`src/rtl/val2_seq_pkg.sv`:
```
// Shared types and constants for the Val2 shift sequencer.
package val2_seq_pkg;

  typedef enum logic [1:0] {
    LSL = 2'b00,
    LSR = 2'b01,
    ASR = 2'b10,
    ROR = 2'b11
  } shift_t;

  typedef enum logic [1:0] {
    IDLE,
    SHIFT,
    DONE
  } state_t;

  localparam int MAX_SHIFT = 31;
  localparam int AMT_W     = $clog2(MAX_SHIFT + 1);

endpackage

```
`src/rtl/val2_shift_step.sv`:
```
// One combinational shift step of k bits (k = 0..8).
// Carry-out logic exists only when VAL2_SEQ_CARRY_EN is defined.
module val2_shift_step
  import val2_seq_pkg::*;
(
  input  logic [31:0] data,
  input  shift_t      sh_type,
  input  logic [3:0]  k,
  output logic [31:0] result
`ifdef VAL2_SEQ_CARRY_EN
  ,
  output logic        carry_out
`endif
);

  logic [5:0] amt;
  assign amt = {2'b00, k};

  always_comb begin
    case (sh_type)
      LSL:     result = data << amt;
      LSR:     result = data >> amt;
      ASR:     result = 32'($signed(data) >>> amt);
      default: result = (data >> amt) | (data << (6'd32 - amt));
    endcase
  end

`ifdef VAL2_SEQ_CARRY_EN
  logic [4:0] lsl_idx;
  logic [4:0] rsh_idx;
  assign lsl_idx = 5'(6'd32 - amt);
  assign rsh_idx = 5'(amt - 6'd1);

  // Right shifts and rotates all lose bit k-1 last; LSL loses bit 32-k.
  always_comb begin
    if (k == 4'd0)
      carry_out = 1'b0;
    else if (sh_type == LSL)
      carry_out = data[lsl_idx];
    else
      carry_out = data[rsh_idx];
  end
`endif

endmodule

```
`src/rtl/val2_shift_sequencer.sv`:
```
// Iterative Val2 generator: shifts STEP bits per cycle with ready/valid handshakes.
// Optional carry output enabled by defining VAL2_SEQ_CARRY_EN.
module val2_shift_sequencer
  import val2_seq_pkg::*;
#(
  parameter int STEP = 1
) (
  input  logic        clk,
  input  logic        rst_n,
  input  logic        in_valid,
  output logic        in_ready,
  input  logic        imm,
  input  logic        for_mem,
  input  logic [11:0] shifter_operand,
  input  logic [31:0] val_rm,
  input  logic        flush,
  output logic        out_valid,
  input  logic        out_ready,
`ifdef VAL2_SEQ_CARRY_EN
  input  logic        carry_in,
  output logic        shifter_carry,
`endif
  output logic [31:0] val2_out
);

  localparam logic [AMT_W-1:0] STEP_AMT = AMT_W'(STEP);

  state_t             state_reg, state_next;
  logic [31:0]        data_reg, data_next;
  shift_t             type_reg, type_next;
  logic [AMT_W-1:0]   remaining_reg, remaining_next;
  logic               out_valid_reg, out_valid_next;
  logic [3:0]         k;
  logic [31:0]        step_data;
  logic               accept;

  assign in_ready  = (state_reg == IDLE);
  assign accept    = in_valid && in_ready && !flush;
  assign out_valid = out_valid_reg;
  assign val2_out  = data_reg;

  assign k = (remaining_reg >= STEP_AMT) ? 4'(STEP) : remaining_reg[3:0];

`ifdef VAL2_SEQ_CARRY_EN
  logic carry_reg, carry_next;
  logic step_carry;
  assign shifter_carry = carry_reg;
`endif

  val2_shift_step u_step (
    .data     (data_reg),
    .sh_type  (type_reg),
    .k        (k),
`ifdef VAL2_SEQ_CARRY_EN
    .carry_out(step_carry),
`endif
    .result   (step_data)
  );

  always_comb begin
    state_next     = state_reg;
    data_next      = data_reg;
    type_next      = type_reg;
    remaining_next = remaining_reg;
`ifdef VAL2_SEQ_CARRY_EN
    carry_next     = carry_reg;
`endif
    case (state_reg)
      IDLE: begin
        if (accept) begin
          if (for_mem) begin
            data_next      = {20'b0, shifter_operand};
            type_next      = LSL;
            remaining_next = '0;
          end else if (imm) begin
            data_next      = {24'b0, shifter_operand[7:0]};
            type_next      = ROR;
            remaining_next = {shifter_operand[11:8], 1'b0};
          end else begin
            data_next      = val_rm;
            type_next      = shift_t'(shifter_operand[6:5]);
            remaining_next = shifter_operand[11:7];
          end
`ifdef VAL2_SEQ_CARRY_EN
          carry_next = carry_in;
`endif
          state_next = (remaining_next == '0) ? DONE : SHIFT;
        end
      end
      SHIFT: begin
        if (flush) begin
          state_next = IDLE;
        end else begin
          data_next      = step_data;
          remaining_next = remaining_reg - AMT_W'(k);
`ifdef VAL2_SEQ_CARRY_EN
          if (k != 4'd0) carry_next = step_carry;
`endif
          if (remaining_next == '0) state_next = DONE;
        end
      end
      DONE: begin
        if (flush || (out_valid_reg && out_ready)) state_next = IDLE;
      end
      default: state_next = IDLE;
    endcase
    // out_valid trails DONE entry by one edge so every path sees a full result cycle first.
    out_valid_next = (state_reg == DONE) && (state_next == DONE);
  end

  always_ff @(posedge clk or negedge rst_n) begin
    if (!rst_n) begin
      state_reg     <= IDLE;
      data_reg      <= '0;
      type_reg      <= LSL;
      remaining_reg <= '0;
      out_valid_reg <= 1'b0;
`ifdef VAL2_SEQ_CARRY_EN
      carry_reg     <= 1'b0;
`endif
    end else begin
      state_reg     <= state_next;
      data_reg      <= data_next;
      type_reg      <= type_next;
      remaining_reg <= remaining_next;
      out_valid_reg <= out_valid_next;
`ifdef VAL2_SEQ_CARRY_EN
      carry_reg     <= carry_next;
`endif
    end
  end

endmodule
```
`config.mk`:
```
export PLATFORM = sky130hd
export DESIGN_NAME = val2_shift_sequencer
export DESIGN_NICKNAME = d
export VERILOG_FILES = /design/src/rtl/val2_seq_pkg.sv /design/src/rtl/val2_shift_step.sv /design/src/rtl/val2_shift_sequencer.sv
export SDC_FILE = /design/constraint.sdc
export NUM_CORES = 1
export LEC_CHECK = 0
export ABC_AREA = 1
export BUFFER_PORTS_ARGS = -buffer_cell sky130_fd_sc_hd__buf_2
export CAP_MARGIN = 10
export CORE_AREA = 2 2 91 93
export DETAILED_ROUTE_END_ITERATION = 12
export DIE_AREA = 0 0 93 95
export GPL_TIMING_DRIVEN = 1
export PLACE_DENSITY = 0.74
export SYNTH_ARGS = -nofsm -noshare
export SYNTH_HDL_FRONTEND = slang
export SYNTH_SLANG_ARGS = --single-unit
```
`constraint.sdc`:
```
create_clock -name clk -period 2.1 [get_ports clk]
set_input_delay 0.525 -clock clk [delete_from_list [all_inputs] [get_ports clk]]
set_output_delay 0.525 -clock clk [all_outputs]
set_load 0.05 [all_outputs]
```
==> results.md <==
Outcome:
- The flow ran to the end, and the final reports show no timing, DRC or antenna violations.

GRT:
- In the global route stage, met1 resource usage came out at between 30% and 40%.
- Global routing consumed, over all layers together, roughly 28% of the routing resources.
- The initial antenna violation count came to 0.
- In the global route stage, met2 resource usage came out at 44.5%.
- Entering global routing, the biggest net connects 43 pins.
- After global routing the overflow that remains totals 0.
- Global routing consumed, on the met3 layer, under 10% of the routing resources.
- The layer flagged by global routing as most heavily used is met2.
- The wire length of the first global-routing pass is 19,600 um.
- The via count of the first global-routing pass is 4,242.

Flow run:
- Across the run, the number of max-cap violations was 0.

STA:
- The ratio of final minimum period to clock period is 93.8%.
- In this run the tightest slew margin relative to its limit is between 60 and 70%.
- The worst clock skew is between 0.005 and 0.006 ns.
- The count of final hold-check violations is 0.
- For the pin with the worst max-slew slack, the measured transition is 0.565 ns.
- Derived from the worst setup path, the maximum achievable clock frequency is 507 MHz.
- Counting I/O delays and the setup requirement, the final critical path takes 1.97 ns.
- Setup violations remaining at the end of the flow were counted as 0.
- The count of pins over their slew limit is 0.
- Summed over all failing endpoints, the final setup total negative slack is 0 ns.
- Setup slack on the critical path of the routed design comes to 0.130 ns.
- Setup repair after global routing could not meet its margin everywhere.

Setup path:
- Of all nets on the critical path, the largest fanout is 10.
- The worst register-to-register path ends at val2_out[27]$_DFFE_PN0P_.
- The critical path start-end classification is reg2reg.
- The critical path launch point type is a flip-flop.
- The arrival time of data at the critical path endpoint is 2.21 ns.
- STA puts the critical path data required time at 2.34 ns.
- The kind of capture point of the worst setup path is a flip-flop.
- Measured in cells, the most critical reg-to-reg path has a length of 10.
- In this run the critical register-to-register path is launched from remaining_reg[3]$_DFFE_PN0P_.
- Across all register-to-register paths, the minimum setup slack is 0.13 ns.

Finish:
- The register with the most flip-flops in the layout has 32 of them.
- The area overhead of the layout relative to synthesis is 17.0%.
- The layout has 829 filler cells.
- Leaving out fill and tap cells, the most frequent cell in the layout is sky130_fd_sc_hd__nand2_1.
- In the layout the commonest cells are sky130_fd_sc_hd__nand2_1, sky130_fd_sc_hd__buf_2, sky130_fd_sc_hd__inv_1.
- The number of antenna diodes in the final layout is 0.
- The fraction of final layout cells with drive strength greater than 1 is 20.6%.
- With fillers left out, the area of the finished cells amounts to 0.00451 sq mm.
- The count of non-filler cells in the finished layout is 834.
- The final layout contains 781 nets.

Route:
- The number of routed nets with antenna violations is 0.
- The first routing iteration left 493 violations.
- The number of remaining DRC errors is 0.
- After detailed routing, the average wire length per cell comes to 14.1 um.
- The final wirelength is about 12,000 um.
- The pre-antenna-repair detailed-routing pass consisted of 6 iterations.
- Dividing the detail-routed via count by the number of cells gives 5.38.
- The routed layout has 4,483 vias.

Clock network:
- The tree is rooted in a sky130_fd_sc_hd__clkbuf_8.
- After clock tree synthesis, the clock-pin slew on the worst setup and hold paths is 0.09 ns.
- The number of buffers added by the clock tree synthesis step is 5.
- The H-tree was split into 2 levels.
- The clock insertion delay at the later pin of the skew report is approximately 0.30 ns.
- The maximum clock path buffer count is 2.
- TritonCTS built the clock tree.
- Clock tree synthesis found a total of between 40 and 50 sinks.

Synthesis:
- Counting distinct cell types in the post-synthesis netlist gives 37.
- The warning count from the yosys run is 0.
- In the synthesized netlist the async set-or-reset flop fraction comes to 100%.
- Dividing the synthesized area by the synthesized cell count gives 5.96 sq um.
- The synthesized netlist occupies a cell area of 0.00385 sq mm.
- The post-synthesis instance total is between 600 and 700.
- The synthesized design contains 0 enable-type register cells.
- Of the synthesized area, sequential elements account for between 20% and 30%.
- The number of storage elements in the synthesis netlist is 42.
- The most used flip-flop cell after synthesis is sky130_fd_sc_hd__dfrtp_1.
- The total nets after synthesis is 700.

Die:
- The full die area is roughly 0.0088 sq mm.
- The initial utilization of the core area, before any placement, comes to slightly below 50%.
- The initialized floorplan defines 33 standard-cell rows.
- The die is 95 um tall.
- The die boundary width is 93 um.
- The core area is roughly 0.008 sq mm.
- 85 I/O pins were placed.

Placement:
- The worst slack after detailed placement is 0.0766 ns.
- The placed instances occupy a cell area of 0.00436 sq mm.
- The estimated wirelength of the detail-placed design is 8660 um.
- The cell total after placement is 820.
- The final weighted congestion of routability-driven global placement is between 0.9 and 1.
- The number of input and output port buffers inserted is 84.

Power and ir drop:
- For this design the ratio of total power to cell area is between 1000 and 1500 mW/mm^2.
- The leakage power of the design is 2.54 nW.
- The worst-case IR drop observed on VDD is 0.700 mV.

Hold path:
- The worst hold path belongs to the class in2async.
## timing repair
| action | CTS | global route |
|---|---|---|
| endpoints found under the setup margin | 0 | 22 |
| buffers inserted | 0 | 5 |
| gates resized for setup | 0 | 4 |
| hold buffers | 0 | 0 |
## cells by family after synthesis
| family | Yosys count | share of synthesized area [%] |
|---|---|---|
| flops | 42 | 27.3 |
| compound gates | 126 | 18.4 |
| fa+ha+maj | 2 | 0.649 |
| buf+inv | 112 | 13.4 |
| other cells | 1 | 0.0973 |
| xor+xnor | 2 | 0.454 |
| simple gates | 362 | 39.8 |
## layout make-up
cell class / count / area, sq um / share of cell area (%)
multi-input combinational: 494 / 2300 / 51.1
timing repair buffer: 110 / 644 / 14.3
tap: 105 / 131 / 2.91
sequential: 42 / 1050 / 23.3
clock inverter: 2 / 12.5 / 0.277
clock buffer: 6 / 82.6 / 1.83
inverter: 75 / 282 / 6.24
## report_power, final
part           internal [mW]  switching [mW]
registers               1.13           0.350
logic                   1.23            3.03
clock network          0.265           0.320
## critical path: stages, from the launching register on
cell and delay, ns:
sky130_fd_sc_hd__dfrtp_2 0.45, sky130_fd_sc_hd__nor2_4 0.12, sky130_fd_sc_hd__nand2_2 0.07, sky130_fd_sc_hd__nor2_4 0.13, sky130_fd_sc_hd__ha_2 0.20, sky130_fd_sc_hd__inv_1 0.12
sky130_fd_sc_hd__nor2_2 0.37, sky130_fd_sc_hd__nand3_1 0.19, sky130_fd_sc_hd__nand3_1 0.11, sky130_fd_sc_hd__a21oi_1 0.06, sky130_fd_sc_hd__nor2_1 0.08
## how the worst max path moves through the flow
stage / cells after the start / endpoint / startpoint
final: 10 / val2_out[27]$_DFFE_PN0P_ / remaining_reg[3]$_DFFE_PN0P_
after global routing: 15 / val2_out[31]$_DFFE_PN0P_ / remaining_reg[3]$_DFFE_PN0P_
after CTS: 12 / state_reg[0]$_DFF_PN0_ / remaining_reg[3]$_DFFE_PN0P_
after detailed placement: 12 / state_reg[0]$_DFF_PN0_ / remaining_reg[3]$_DFFE_PN0P_
after global placement: 12 / state_reg[0]$_DFF_PN0_ / remaining_reg[3]$_DFFE_PN0P_
after floorplan: 16 / val2_out[31]$_DFFE_PN0P_ / remaining_reg[2]$_DFFE_PN0P_
## synthesized netlist by cell type, drive strengths merged, types with 2 or more instances
cell type	number	area share, %
inv	74	7.2
dfrtp	42	27
o21ai	73	10
nand4	4	0.65
o211ai	9	1.8
a22oi	3	0.58
nand3	60	8.1
xor2	2	0.45
o22ai	6	0.97
nor2	41	4.8
a21oi	27	3.5
a31oi	4	0.65
nand2	252	25
ha	2	0.65
nor3	3	0.39
o2111ai	2	0.45
clkbuf	11	1.3
buf	25	4.4
## per-stage QoR
step	power [mW]	hold WS [ns]	utilization, %
floorplan	4.63	0.229	-
global placement	5.57	0.455	55.0
detailed placement	5.62	0.450	55.0
CTS	6.23	0.308	56.2
global route	6.87	0.355	56.9
finish	6.33	0.285	56.9
## metal layers
layer	share of wire, %	wire length (um)
met1	44	5160
met4	2.9	342
met5	0	0
met2	45	5320
met3	7.7	901
Note: power is estimated with default switching activity, not from simulation.
